$ cat src/rtl/uart_frame_arbiter_if.sv
// Two-channel 24-bit word handshake plus the uarttx byte port and frame status.
// Latency: none, wires only.
// Backpressure: req held until ack; uart_idle high holds off byte strobes.
interface uart_frame_arbiter_if;
  logic        req0;
  logic [23:0] data0;
  logic        ack0;
  logic        req1;
  logic [23:0] data1;
  logic        ack1;
  logic        uart_idle;
  logic [7:0]  tx_data;
  logic        wrsig;
  logic        busy;
  logic        grant;
  logic [15:0] frame_cnt;

  // Word sources and the uarttx model drive this side.
  modport master (
    output req0, data0, req1, data1, uart_idle,
    input  ack0, ack1, tx_data, wrsig, busy, grant, frame_cnt
  );

  // The arbiter itself.
  modport slave (
    input  req0, data0, req1, data1, uart_idle,
    output ack0, ack1, tx_data, wrsig, busy, grant, frame_cnt
  );
endinterface

$ cat src/rtl/uart_frame_arbiter.sv
// Round-robin arbiter framing 24-bit words from two sources into header+3 byte uarttx frames.
// Latency: ack to first wrsig 2 cycles; wrsig-to-wrsig at least GAP+2 cycles.
// Backpressure: req held until ack; uart_idle high stalls the strobe indefinitely (optional UART_FRAME_CHECKSUM_EN adds an XOR byte).
module uart_frame_arbiter #(
  parameter logic [7:0]  HDR0 = 8'h55,
  parameter logic [7:0]  HDR1 = 8'hAA,
  parameter int unsigned GAP  = 170
) (
  input  logic                 UART_CLK,
  input  logic                 rst,
  uart_frame_arbiter_if.slave  bus
);

`ifdef UART_FRAME_CHECKSUM_EN
  localparam logic [2:0] LAST_IDX = 3'd4;
`else
  localparam logic [2:0] LAST_IDX = 3'd3;
`endif
  localparam logic [15:0] GAP_CNT = 16'(GAP);

  typedef enum logic [1:0] {ARB, LOAD, STROBE, WAIT} state_t;

  state_t      state_q;
  state_t      state_nxt;
  logic        take;
  logic        pick;

  logic [31:0] shreg_q;
  logic [2:0]  idx_q;
  logic [15:0] timer_q;
  logic        rr_last_q;
  // No tie-break history until a frame has completed, so ch0 wins the first contest.
  logic        rr_hist_q;
  logic        ack0_q;
  logic        ack1_q;
  logic        wrsig_q;
  logic        busy_q;
  logic        grant_q;
  logic [7:0]  tx_data_q;
  logic [15:0] frame_cnt_q;
`ifdef UART_FRAME_CHECKSUM_EN
  logic [7:0]  csum_q;
`endif

  // Next state and arbitration choice; requests only matter in ARB.
  always_comb begin
    state_nxt = state_q;
    take      = 1'b0;
    pick      = 1'b0;
    case (state_q)
      ARB: begin
        if (bus.req0 || bus.req1) begin
          take      = 1'b1;
          if (bus.req0 && bus.req1) pick = rr_hist_q ? ~rr_last_q : 1'b0;
          else                      pick = bus.req1;
          state_nxt = LOAD;
        end
      end
      LOAD:    state_nxt = STROBE;
      STROBE:  if (!bus.uart_idle) state_nxt = WAIT;
      WAIT: begin
        if (timer_q == GAP_CNT) state_nxt = (idx_q == LAST_IDX) ? ARB : LOAD;
      end
      default: state_nxt = ARB;
    endcase
  end

  // State register; reset abandons any frame in flight.
  always_ff @(posedge UART_CLK or negedge rst) begin
    if (!rst) state_q <= ARB;
    else      state_q <= state_nxt;
  end

  // Datapath: word latch, byte shifting, gap timer, status and strobes.
  always_ff @(posedge UART_CLK or negedge rst) begin
    if (!rst) begin
      shreg_q     <= 32'h0;
      idx_q       <= 3'd0;
      timer_q     <= 16'h0;
      rr_last_q   <= 1'b0;
      rr_hist_q   <= 1'b0;
      ack0_q      <= 1'b0;
      ack1_q      <= 1'b0;
      wrsig_q     <= 1'b0;
      busy_q      <= 1'b0;
      grant_q     <= 1'b0;
      tx_data_q   <= 8'h00;
      frame_cnt_q <= 16'h0;
`ifdef UART_FRAME_CHECKSUM_EN
      csum_q      <= 8'h00;
`endif
    end else begin
      ack0_q  <= 1'b0;
      ack1_q  <= 1'b0;
      wrsig_q <= 1'b0;
      case (state_q)
        ARB: begin
          if (take) begin
            ack0_q  <= ~pick;
            ack1_q  <= pick;
            shreg_q <= pick ? {HDR1, bus.data1} : {HDR0, bus.data0};
            busy_q  <= 1'b1;
            grant_q <= pick;
            idx_q   <= 3'd0;
`ifdef UART_FRAME_CHECKSUM_EN
            csum_q  <= 8'h00;
`endif
          end
        end
        LOAD: begin
`ifdef UART_FRAME_CHECKSUM_EN
          if (idx_q == LAST_IDX) begin
            tx_data_q <= csum_q;
          end else begin
            tx_data_q <= shreg_q[31:24];
            csum_q    <= csum_q ^ shreg_q[31:24];
          end
`else
          tx_data_q <= shreg_q[31:24];
`endif
          shreg_q <= {shreg_q[23:0], 8'h00};
        end
        STROBE: begin
          if (!bus.uart_idle) begin
            wrsig_q <= 1'b1;
            timer_q <= 16'd1;
          end
        end
        WAIT: begin
          if (timer_q == GAP_CNT) begin
            if (idx_q == LAST_IDX) begin
              frame_cnt_q <= frame_cnt_q + 16'd1;
              busy_q      <= 1'b0;
              rr_last_q   <= grant_q;
              rr_hist_q   <= 1'b1;
            end else begin
              idx_q <= idx_q + 3'd1;
            end
          end else if (timer_q != 16'hFFFF) begin
            timer_q <= timer_q + 16'd1;
          end
        end
        default: ;
      endcase
    end
  end

  assign bus.ack0      = ack0_q;
  assign bus.ack1      = ack1_q;
  assign bus.wrsig     = wrsig_q;
  assign bus.busy      = busy_q;
  assign bus.grant     = grant_q;
  assign bus.tx_data   = tx_data_q;
  assign bus.frame_cnt = frame_cnt_q;

endmodule
$ cat src/flat_wrapper.sv
// flat-port wrapper written by rule: the top's interface ports become plain ports
module uart_frame_arbiter_flat 
#(
  parameter logic [7:0]  HDR0 = 8'h55,
  parameter logic [7:0]  HDR1 = 8'hAA,
  parameter int unsigned GAP  = 170
)
  (UART_CLK, rst, bus_req0, bus_data0, bus_req1, bus_data1, bus_uart_idle, bus_ack0, bus_ack1, bus_tx_data, bus_wrsig, bus_busy, bus_grant, bus_frame_cnt);
  uart_frame_arbiter_if bus_i ();
  input  logic UART_CLK;
  input  logic rst;
  input wire logic [$bits(bus_i.req0)-1:0] bus_req0;
  input wire logic [$bits(bus_i.data0)-1:0] bus_data0;
  input wire logic [$bits(bus_i.req1)-1:0] bus_req1;
  input wire logic [$bits(bus_i.data1)-1:0] bus_data1;
  input wire logic [$bits(bus_i.uart_idle)-1:0] bus_uart_idle;
  output wire logic [$bits(bus_i.ack0)-1:0] bus_ack0;
  output wire logic [$bits(bus_i.ack1)-1:0] bus_ack1;
  output wire logic [$bits(bus_i.tx_data)-1:0] bus_tx_data;
  output wire logic [$bits(bus_i.wrsig)-1:0] bus_wrsig;
  output wire logic [$bits(bus_i.busy)-1:0] bus_busy;
  output wire logic [$bits(bus_i.grant)-1:0] bus_grant;
  output wire logic [$bits(bus_i.frame_cnt)-1:0] bus_frame_cnt;
  assign bus_i.req0 = bus_req0;
  assign bus_i.data0 = bus_data0;
  assign bus_i.req1 = bus_req1;
  assign bus_i.data1 = bus_data1;
  assign bus_i.uart_idle = bus_uart_idle;
  assign bus_ack0 = bus_i.ack0;
  assign bus_ack1 = bus_i.ack1;
  assign bus_tx_data = bus_i.tx_data;
  assign bus_wrsig = bus_i.wrsig;
  assign bus_busy = bus_i.busy;
  assign bus_grant = bus_i.grant;
  assign bus_frame_cnt = bus_i.frame_cnt;
  uart_frame_arbiter #(.HDR0(HDR0), .HDR1(HDR1), .GAP(GAP)) u_core (.UART_CLK(UART_CLK), .rst(rst), .bus(bus_i));
endmodule
$ cat config.mk
export PLATFORM = sky130hd
export DESIGN_NAME = uart_frame_arbiter_flat
export DESIGN_NICKNAME = d
export VERILOG_FILES = /design/src/rtl/uart_frame_arbiter_if.sv /design/src/rtl/uart_frame_arbiter.sv /design/src/flat_wrapper.sv
export SDC_FILE = /design/constraint.sdc
export NUM_CORES = 1
export LEC_CHECK = 0
export CORE_AREA = 2 2 97 99
export DETAILED_ROUTE_END_ITERATION = 16
export DIE_AREA = 0 0 99 101
export GPL_TIMING_DRIVEN = 0
export PLACE_DENSITY = 0.79
export SLEW_MARGIN = 20
export SYNTH_ARGS = -nofsm -noshare
export SYNTH_HDL_FRONTEND = slang
export SYNTH_SLANG_ARGS = --single-unit
$ cat constraint.sdc
create_clock -name UART_CLK -period 2.23 [get_ports UART_CLK]
set_clock_uncertainty 0.1 [all_clocks]
set_input_delay 0.446 -clock UART_CLK [delete_from_list [all_inputs] [get_ports UART_CLK]]
set_output_delay 0.446 -clock UART_CLK [all_outputs]
set_load 0.005 [all_outputs]
==> impl_metrics.yaml <==
synth:
  yosysMostFrequentCell: "dfrtp_1"
  yosys-top-cells-area: "dfrtp_1, a211oi_1, nand2_1"
  synthArstFlopShare: 1.00
  synth_flop_cell: "dfrtp_1"
  yosysSeqAreaShare: 0.451
  ys_ff_latch: 84
  synth_warnings: 0
  yosys.cell_types.count: 61
  synth_top_area_frac: 0.451
  synth_nets: 545
  yosys-top-cells-count: "dfrtp_1, nand2_1, a211oi_1"
  syn_avg_cell_area_um2: 9.64
  synthesis.instances: 483
  synth_top_area_cell: "dfrtp_1"
  synth_edf_count: 0
  syn_area_um2: 4660
timing:
  finalHoldViolations: 0
  drv_slew: 0
  final.setup.tns_ns: 0
  rsz0062_at_grt: "yes"
  period_share: 0.967
  fmax_ghz: 0.464
  setup_viol: 0
  finalCriticalPeriod_ns: 2.16
  holdWs_ns: 0.379
  maxSlewHeadroom: 0.548
  tightest_slew_ns: 0.678
power_and_ir_drop:
  ir_worst_vdd_uv: 490
  p_per_area_nw_per_um2: 1050
  power.leakage_uw: 0.00264
routing:
  vias: 4097
  avgRoutedWirePerCell_um: 16.7
  first_pass_iters: 5
  post-route-drc-count: 0
  drt_iter0_markers: 245
  ant_nets: 0
  wl_um: 11700
  viasPerCell: 5.84
final_layout:
  design_area_um2: 6020
  area_growth_pct: 29.3
  diodes: 0
  fin_nets: 647
  drive_above_1_share: 0.147
clocking:
  root_buffer: "clkbuf_8"
  cts_sinks: 84
  path_clk_slew_ns: 0.09
  htree_num_levels: 3
  cts-buffers-inserted: 9
  insertion_delay_ns: 0.35
  clk_path_buf_depth: 2
  tritoncts: "yes"
worst_hold_path:
  hp-class: "register to register"
  holdPathStages: 1
  whs_endpoint: "u_core.rr_hist_q"
  holdCritStartpoint: "u_core.rr_hist_q"
worst_setup_path:
  reg2reg_to: "u_core.shreg_q[15]"
  cp_slowest_stage_delay_ns: 0.42
  crit_path_cell_trace: "inv_1 > ha_1 > clkbuf_4 > nand2_4 > a21o_1 > buf_2 > buf_4 > a211oi_1 > o31ai_1"
  crit_path_start_kind: "register"
  timing.rr.start: "u_core.state_q[0]"
  crit_path_top_delay_cell: "dfrtp_1"
  worst_path_dominant_cell_family: "buffers and inverters"
  path_buf_inv: 4
  cp.arrival_ns: 2.29
  rrSetupSlack_ns: 0.07
  crit_fanout: 10
  crit_type: "register to register"
  crit_required_ns: 2.36
  worstRegToRegCells: 9
  critPathCaptureType: "register"
die:
  die_y_um: 101
  io_pins: 82
  die_w_um: 99
  start_util: 0.519
  dieArea_um2: 10000
  core-area_um2: 8980
  row_count: 35
flow_run:
  maxCapViolations: 0
grt:
  grt_pass1_vias: 3984
  grt_pass1_wl_um: 19500
  grt_use_total: 0.240
  grt_max_degree: 58
  grt_antenna_before_repair: 0
  grt_overflow: 0
status:
  status: "completed"
placed_design:
  dp_hpwl_um: 8360
  io_buffers: 81
  placed_area_um2: 5630
  gp_congestion: 0.918
-- metal layers --
metal  wire [um]  track usage  share of wire  vias to the layer above
met3         613       0.0423          0.052                       19
met5           0            0              0                        -
met1        5220        0.328           0.45                     1964
met2        5670        0.392           0.48                      150
met4         204       0.0738          0.017                        0
li1            -            -              -                     1964
-- registers in the layout, summed over array words and instances, names as in the netlist --
| signal | flops |
|---|---|
| u_core.bus.tx_data | 8 |
| u_core.rr_last_q | 1 |
| u_core.timer_q | 16 |
| u_core.bus.ack1 | 1 |
| u_core.state_q | 2 |
| u_core.bus.busy | 1 |
| u_core.bus.frame_cnt | 16 |
| u_core.bus.grant | 1 |
| u_core.bus.ack0 | 1 |
| u_core.idx_q | 3 |
| u_core.bus.wrsig | 1 |
| u_core.rr_hist_q | 1 |
| u_core.shreg_q | 32 |
-- final cells by class --
type,count,area (um^2)
Fill cell,685,2960
Multi-Input combinational cell,332,2370
Sequential cell,84,2100
Timing Repair Buffer,91,903
Buffer,36,199
Tap cell,111,139
Clock buffer,11,131
Inverter,31,116
Clock inverter,5,61.3
-- worst reg2reg max path: stages (launching register included) --
cell and delay, ns:
dfrtp_1 0.42, inv_1 0.12, ha_1 0.18, clkbuf_4 0.22
nand2_4 0.10, a21o_1 0.16, buf_2 0.17, buf_4 0.20
a211oi_1 0.27, o31ai_1 0.11
-- logic make-up (layout without fill, tap and decap cells) --
group,count (synthesis),count (layout),share of synthesized area
mux,19,19,0.0438
buf+inv,67,174,0.0594
fa+ha+maj,9,9,0.0242
xor+xnor,15,15,0.0282
flops,84,84,0.451
simple gates,162,162,0.196
compound gates,127,127,0.196
-- power by group --
| part | switching, uW | total (uW) | leakage [uW] | internal [uW] |
|---|---|---|---|---|
| clock | 573 | 1100 | 0.0000862 | 523 |
| sequential | 345 | 2340 | 0.00110 | 1990 |
| combinational | 1610 | 2870 | 0.00146 | 1260 |
| total | 2520 | 6300 | 0.00264 | 3780 |
-- what timing repair did --
action / CTS / global route
buffers inserted: 2 / 5
hold buffers: 1 / 0
endpoints found under the setup margin: 34 / 61
gates cloned: 0 / 1
hold endpoints to repair: 27 / 0
resized for setup: 9 / 38
pin swaps: 0 / 1
-- worst max-delay path by stage --
stage	cells past startpoint	start	slack (ns)	end
6_report	9	u_core.state_q[0]	0.07	u_core.shreg_q[15]
5_1_grt	9	u_core.state_q[0]	-0.07	u_core.shreg_q[11]
4_1_cts	6	u_core.state_q[1]	0.00008	u_core.timer_q[2]
3_5_place_dp	6	bus_req0	-0.32	u_core.shreg_q[4]
3_3_place_gp	1	rst	-2.37	u_core.shreg_q[0]
2_1_floorplan	9	u_core.state_q[0]	0.23	u_core.shreg_q[28]
-- through the flow --
stage	total power [uW]	worst slack [ns]	util	instances
detailed placement	4990	-0.316	0.627	676
floorplan	4040	0.228	-	483
global placement	4890	-2.37	0.624	675
finish	6300	0.0740	0.671	701
CTS	6150	0.0000810	0.654	695
global route	6730	-0.0660	0.671	701
-- placed cells by master (no fill, tap or decap), types with 3 or more instances in the layout --
cell             instances
dfrtp_1                 84
clkdlybuf4s50_1         80
nand2_1                 54
inv_1                   30
a211oi_1                26
nor2b_1                 21
o31ai_1                 21
o21ai_0                 19
nand3_1                 16
clkbuf_1                13
nor3_1                  13
nor2_1                  13
buf_4                   11
a21oi_1                  9
mux2_2                   9
xor2_1                   9
ha_1                     9
clkbuf_8                 9
buf_2                    8
clkbuf_2                 8
a211oi_2                 8
nand4_1                  7
o211ai_1                 7
mux2i_1                  7
and3_1                   6
xnor2_1                  6
and4_1                   5
a22oi_1                  5
nor4_2                   4
clkbuf_4                 3
buf_6                    3
o41ai_1                  3
a221o_1                  3
or3_1                    3
o311ai_1                 3
clkinvlp_4               3
(Power assumes the default switching activity.)
